## src/rtl/st_packet_fifo.sv

```systemverilog
// Single-clock Avalon-ST FIFO with SOP/EOP/empty framing, fill level and watermarks.
// PKT_MODE=1 holds output until a whole packet (EOP) is stored, or the FIFO is full.
module st_packet_fifo #(
    parameter int DATA_W    = 30,
    parameter int EMPTY_W   = 1,
    parameter int DEPTH     = 64,
    parameter int AF_THRESH = 60,
    parameter int AE_THRESH = 4,
    parameter int PKT_MODE  = 0
) (
    input  logic                      clk_clk,
    input  logic                      reset_reset_n,
    input  logic [DATA_W-1:0]         in_data,
    input  logic                      in_valid,
    output logic                      in_ready,
    input  logic                      in_startofpacket,
    input  logic                      in_endofpacket,
    input  logic [EMPTY_W-1:0]        in_empty,
    output logic [DATA_W-1:0]         out_data,
    output logic                      out_valid,
    input  logic                      out_ready,
    output logic                      out_startofpacket,
    output logic                      out_endofpacket,
    output logic [EMPTY_W-1:0]        out_empty,
    output logic [$clog2(DEPTH):0]    fill_level,
    output logic                      almost_full,
    output logic                      almost_empty
);
    localparam int AW = $clog2(DEPTH);
    localparam int CW = AW + 1;
    localparam int EW = EMPTY_W + 2 + DATA_W;
    localparam int EOP_BIT = DATA_W + 1;
    localparam logic [CW-1:0] FULL_LVL = CW'(DEPTH);
    localparam logic [CW-1:0] AF_LVL   = CW'(AF_THRESH);
    localparam logic [CW-1:0] AE_LVL   = CW'(AE_THRESH);

    logic [EW-1:0] r_mem [DEPTH];
    logic [AW-1:0] r_wr_ptr, r_rd_ptr;
    logic [CW-1:0] r_count, r_pkt_cnt;
    logic          r_rst_done;

    logic          w_push, w_pop, w_valid;
    logic          w_pkt_inc, w_pkt_dec;
    logic [EW-1:0] w_head;

    assign w_head   = r_mem[r_rd_ptr];
    assign in_ready = r_rst_done && (r_count != FULL_LVL);

    // The full-FIFO term lets an oversize packet drain instead of deadlocking.
    assign w_valid  = (r_count != '0) &&
                      ((PKT_MODE == 0) || (r_pkt_cnt != '0) || (r_count == FULL_LVL));

    assign w_push    = in_valid && in_ready;
    assign w_pop     = w_valid && out_ready;
    assign w_pkt_inc = w_push && in_endofpacket;
    assign w_pkt_dec = w_pop && w_head[EOP_BIT];

    // Fields are forced to zero while nothing is offered so reset presents clean outputs.
    assign out_valid = w_valid;
    assign {out_empty, out_endofpacket, out_startofpacket, out_data} = w_valid ? w_head : '0;

    assign fill_level   = r_count;
    assign almost_full  = (r_count >= AF_LVL);
    assign almost_empty = (r_count <= AE_LVL);

    always_ff @(posedge clk_clk) begin
        if (w_push)
            r_mem[r_wr_ptr] <= {in_empty, in_endofpacket, in_startofpacket, in_data};
    end

    always_ff @(posedge clk_clk or negedge reset_reset_n) begin
        if (!reset_reset_n) begin
            r_rst_done <= 1'b0;
            r_wr_ptr   <= '0;
            r_rd_ptr   <= '0;
            r_count    <= '0;
            r_pkt_cnt  <= '0;
        end else begin
            r_rst_done <= 1'b1;
            if (w_push)
                r_wr_ptr <= r_wr_ptr + 1'b1;
            if (w_pop)
                r_rd_ptr <= r_rd_ptr + 1'b1;
            case ({w_push, w_pop})
                2'b10:   r_count <= r_count + 1'b1;
                2'b01:   r_count <= r_count - 1'b1;
                default: r_count <= r_count;
            endcase
            case ({w_pkt_inc, w_pkt_dec})
                2'b10:   r_pkt_cnt <= r_pkt_cnt + 1'b1;
                2'b01:   r_pkt_cnt <= r_pkt_cnt - 1'b1;
                default: r_pkt_cnt <= r_pkt_cnt;
            endcase
        end
    end
endmodule

```

## config.mk

```make
export PLATFORM = sky130hd
export DESIGN_NAME = st_packet_fifo
export DESIGN_NICKNAME = d
export VERILOG_FILES = /design/src/rtl/st_packet_fifo.sv
export SDC_FILE = /design/constraint.sdc
export NUM_CORES = 2
export LEC_CHECK = 0
export CAP_MARGIN = 25
export CORE_MARGIN = 5
export CORE_UTILIZATION = 32
export CTS_BUF_LIST = sky130_fd_sc_hd__clkbuf_8
export DETAILED_ROUTE_END_ITERATION = 8
export PLACE_DENSITY = 0.56
export SLEW_MARGIN = 20
export SYNTH_ARGS = -nofsm -noshare
export SYNTH_HDL_FRONTEND = slang
export SYNTH_SLANG_ARGS = --single-unit
```

## constraint.sdc

```tcl
create_clock -name clk_clk -period 6.68 [get_ports clk_clk]
set_input_delay 0.668 -clock clk_clk [delete_from_list [all_inputs] [get_ports clk_clk]]
set_output_delay 0.668 -clock clk_clk [all_outputs]
set_load 0.005 [all_outputs]
```

# Yosys cells after proc, flatten, opt, wreduce, memory -nomap -nowiden

Memory sizes are Yosys's and may differ from the RTL's.
Index checks and enable logic that the tools add are counted.

Add/sub/neg operators: 4
$lt $le $gt $ge: 2
Equal/unequal tests: 3
Mux-type cells: 4
Reductions and logical operators: 5

Operators with widths:

| cell                                                                                | number |
|---|---|
| 33-bit two-way mux                                                                  | 1 |
| 7-bit one-hot mux with 2 select lines                                               | 1 |
| 6-bit by 1-bit adder with 6-bit output, second input constant                       | 2 |
| 7-bit by 1-bit adder with 7-bit output, second input constant                       | 1 |
| 7-bit by 6-bit greater-or-equal comparator with 1-bit output, second input constant | 1 |
| 7-bit by 3-bit <= comparator with 1-bit output, second input constant               | 1 |
| 7-bit != test, second input constant                                                | 1 |
| 7-bit nonzero test                                                                  | 1 |
| 7-bit by 1-bit subtractor with 7-bit output, second input constant                  | 1 |
| 1-bit logical AND                                                                   | 3 |
| 2-bit by 1-bit equality test with 1-bit output, second input constant               | 1 |
| 2-bit equality test, second input constant                                          | 1 |
| 1-bit two-way mux                                                                   | 2 |
| 2-bit nonzero test                                                                  | 1 |

Register bits after elaboration: 20
RAM bits: 2112
Input port bits: 37
Logic and storage cells: 23
Memories kept: 1

Memory list:

| memory | words | width | rd ports | clocked after Yosys merged registers in | write ports | RTL line | source |
|---|---|---|---|---|---|---|---|
| r_mem  | 64    | 33    | 1        | 0                                       | 1           | 37       | `logic [EW-1:0] r_mem [DEPTH];` |

# Longest topological paths before layout

Depth after elaboration: 5
Depth in mapped cells: 15

# Least setup slack after synthesis

Ideal clock, no wire load.

Path kind: register to register
Start point: register r_count[3] (netlist: fill_level[3])
End point: register r_count[6] (netlist: fill_level[6])
Library setup time: 0.079 ns
Arrival: 3.320 ns
Data required time: 6.601 ns
Setup slack: 3.281 ns
Stages on the path, launching flop included: 16
Cell sequence: dfrtp_1 -> buf_6 -> or4_4 -> buf_6 -> or2_4 -> and2_4 -> buf_6 -> ha_1 -> clkbuf_1 -> xor2_1 -> ha_1 -> and3b_1 -> o21ai_0 -> nand4_1 -> a21oi_1 -> xor2_1

RTL lines:

| item                                                                                  | RTL line | source |
|---|---|---|
| start, declared                                                                       | 39       | `logic [CW-1:0] r_count, r_pkt_cnt;` |
| start signal, assigned                                                                | 85       | `2'b10: r_count <= r_count + 1'b1;` |
| start signal, assigned                                                                | 86       | `2'b01: r_count <= r_count - 1'b1;` |
| start signal, assigned                                                                | 87       | `default: r_count <= r_count;` |
| 7-bit nonzero test (*)                                                                | 50       | `assign w_valid = (r_count != '0) &&` |
| net out_valid                                                                         | 20       | `output logic out_valid,` |
| 1-bit logical AND (*)                                                                 | 54       | `assign w_pop = w_valid && out_ready;` |
| net w_pop                                                                             | 42       | `logic w_push, w_pop, w_valid;` |
| 2-bit by 1-bit equality test with 1-bit output or 2-bit equality test (tied branches) | 84       | `case ({w_push, w_pop})` |
| 7-bit one-hot mux with 2 select lines or 2-bit nonzero test (tied branches)           | -        |  |

Mark *: on every way through the listed nets, which the timed path passes. The rest lies on a longest branch.
A chain may end at the register's enable or synchronous reset.

# Final worst setup path

Start point: register r_rd_ptr[0]
End point: output out_data[11]

Word-level cells in the longest chain between the ends: 2

RTL lines:

| item                    | RTL line | source |
|---|---|---|
| start, declared         | 38       | `logic [AW-1:0] r_wr_ptr, r_rd_ptr;` |
| start signal, assigned  | 83       | `r_rd_ptr <= r_rd_ptr + 1'b1;` |
| memory read 64 x 33 bit | -        |  |
| 33-bit two-way mux      | 60       | `assign {out_empty, out_endofpacket, out_startofpacket, out_data} = w_valid ? w_head : '0;` |
| end, declared           | 19       | `output logic [DATA_W-1:0] out_data,` |

Every way passes these cells.

==> reports/summary.txt <==
Vias in the first global route: 41161
Skew final: 0.1020 ns
Htree depth: 5
Initial antenna violation count: 15
CTS tree: yes
Lkg Pwr: 29.61 nW
Commonest non-fill, non-tap cell in the layout: edfxtp_1
MaxCap Viol Count: 0
DR pass1 iterations: 5
Setup WS post-layout: 0.5746 ns
Net Sw Power: 12.14 mW
Clock power frac: 0.289
Reg power frac: 0.413
Worst Setup End Kind: output pin
Crit path DAT: 5.44 ns
Commonest non-fill, non-tap cells in the layout: edfxtp_1, mux4_2, clkbuf_8
Reg2Reg Depth: 5
Post-Syn Area: 81800 um2
Core area: 254200 um2
Critical path startpoint: r_rd_ptr[0]$_DFFE_PN0P_
Final setup fails: 0
Die W: 515.6 um
Setup TNS: 0 ns
GP Congestion: 0.7560
Clock Tree Root: clkbuf_8
Crit path time final: 6.105 ns
Number of flops mapped to enable cells by yosys: 2112
Chip Height: 515.6 um
Routed vias: 40826
Layout Nets: 4058
R2r endpoint: r_mem[60][19]$_DFFE_PP_
Congestion Overflow GR: 0
Seq/Total Area, Yosys: 0.7814
Worst-margin pin slew: 1.118 ns
Port buffer count: 80
Critical Path Start Type: register
Die footprint: 265800 um2
# rows: 185
Vias/cell: 5.333
Logic pwr share: 0.299
Status: finished clean
Max-slew violations: 0
Initial DRC count: 4393
Max_slew headroom: 0.2528
Pin count of the biggest net entering global routing: 105
Worst setup endpoint: out_data[11]
PwrDens: 397.7 nW/um2
Clk buf depth: 4
Top FF cell, synth: edfxtp_1
I/O Pins: 81
Starting Density: 0.3218
Worst R2R Setup Slack: 2.27 ns
Cts bufs inserted: 365
Ys Warns: 0
Switch share: 0.3245
Setup WS pre-CTS: 1.709 ns
Hold Crit Class: input pin to register
Net count after synthesis: 3676
Sink Count: 2132
Final Hold Fails: 0
Cell internal pwr: 25.26 mW
Share of layout cells above drive strength 1: 0.2774
Ys async rst share: 0.009381
Area grow syn2layout: 14.97%
Yosys cell types: 70
Clk slew on worst S/H paths: 0.06 ns
Critical Path RT: 6.01 ns
Worst-Skew Late Latency: 1.08 ns
Launching point of the worst reg2reg path: fill_level[2]$_DFFE_PN0P_
Hold_buf cts: 1
Synth Register Bits: 2132
Final worst path period share: 0.9140
GR Util All Layers: 0.1721
CP Class: register to output pin
Post-CTS Setup Inserts: 0
Fmax: 0.1638 GHz
Residual DRC count: 0
Max FO, Critical Path: 34
Post-DP HPWL: 130000 um
Post-route ant nets: 0
Mapped Cells: 3634
Post-synthesis average cell area: 22.51 um2
First-pass GRT wire length: 324200 um
Maximum vdd drop: 0.3165 mV
DR WL/cell: 30.39 um
RSZ-0062 raised after global routing: no
Final wirelength: 232600 um
Post_cts resized: 0
[cells in the mapped netlist, types with 33 or more instances]
cell type | instances | area [um2]
clkbuf_1 | 72 | 270.3
mux2i_1 | 220 | 2202
a21oi_1 | 53 | 265.3
nor2_1 | 78 | 292.8
a211oi_1 | 55 | 412.9
o22ai_1 | 52 | 325.3
a22oi_1 | 42 | 315.3
edfxtp_1 | 2112 | 63420
buf_2 | 72 | 360.4
a22o_1 | 36 | 315.3
mux4_2 | 448 | 10090
buf_6 | 33 | 371.6
o221ai_1 | 69 | 604.3
[worst max-delay path: stages (launching register included)]
cell and delay, ns:
dfrtp_4 0.95, nand3b_1 0.86, buf_4 0.48, o221ai_1 0.25, a221oi_1 0.10, a2111oi_0 0.94
a21o_1 0.21, clkdlybuf4s50_1 0.52
[logic make-up (layout without fill, tap and decap cells)]
| kind of cell | Yosys count | after routing | share of synthesized area |
|---|---|---|---|
| flops | 2132 | 2132 | 0.7814 |
| mux | 686 | 686 | 0.1528 |
| compound gates | 393 | 393 | 0.03565 |
| buf+inv | 223 | 875 | 0.01655 |
| simple gates | 175 | 175 | 0.01072 |
| xor+xnor | 19 | 19 | 0.002034 |
| fa+ha+maj | 5 | 5 | 0.0007648 |
| other cells | 1 | 5 | 0.00004584 |
[worst min path at each step]
stage | from | end | cells after the start
floorplan | reset_reset_n | fill_level[0]$_DFFE_PN0P_ | 0
global placement | fill_level[6]$_DFFE_PN0P_ | fill_level[6]$_DFFE_PN0P_ | 1
detailed placement | fill_level[6]$_DFFE_PN0P_ | fill_level[6]$_DFFE_PN0P_ | 1
CTS | in_data[0] | r_mem[5][0]$_DFFE_PP_ | 1
global route | in_endofpacket | r_mem[0][31]$_DFFE_PP_ | 1
finish | in_endofpacket | r_mem[0][31]$_DFFE_PP_ | 1
[routing by layer]
layer	share of wire	vias to the layer above	global-route usage	routed length [um]
met1	0.42	22259	0.2386	97600
met4	0.023	10	0.04607	5271
met2	0.48	1839	0.2766	111500
li1	-	16372	-	-
met5	0.00026	-	0	61
met3	0.078	346	0.03617	18190
[state kept, by name, summed over array words and instances, names as in the netlist]
| name | count |
|---|---|
| r_rst_done | 1 |
| r_rd_ptr | 6 |
| fill_level | 7 |
| r_wr_ptr | 6 |
| r_mem | 2112 |
[power by group through the flow]
stage | clock [mW] | sequential, mW | combinational, mW
after floorplan | 0 | 15.3 | 7.07
after global placement | 0 | 15.7 | 11.3
after detailed placement | 0 | 15.7 | 11.3
after CTS | 11.0 | 15.4 | 11.3
after global routing | 11.7 | 15.5 | 11.7
final | 10.8 | 15.4 | 11.2
[per-stage QoR]
step	cells	cell area, um2	hold slack, ns	util	power (mW)
5_1_grt	7653	94040	0.005886	0.3700	38.85
3_5_place_dp	7012	87410	0.5283	0.3439	26.97
4_1_cts	7650	93950	0.01580	0.3697	37.75
2_1_floorplan	3634	81800	0.3724	-	22.40
6_report	7656	94050	0.08458	0.3700	37.40
3_3_place_gp	6998	87090	0.5161	0.3427	26.97
[layout make-up]
cell class	count	area, um2
clock inverter	261	1355
multi-input combinational	1279	17070
inverter	3	12.51
fill	23124	160100
tap	3366	4212
clock buffer	376	5175
sequential	2132	63940
timing repair buffer	235	2271
antenna	4	10.01
Power figures use the tool's default switching activity.
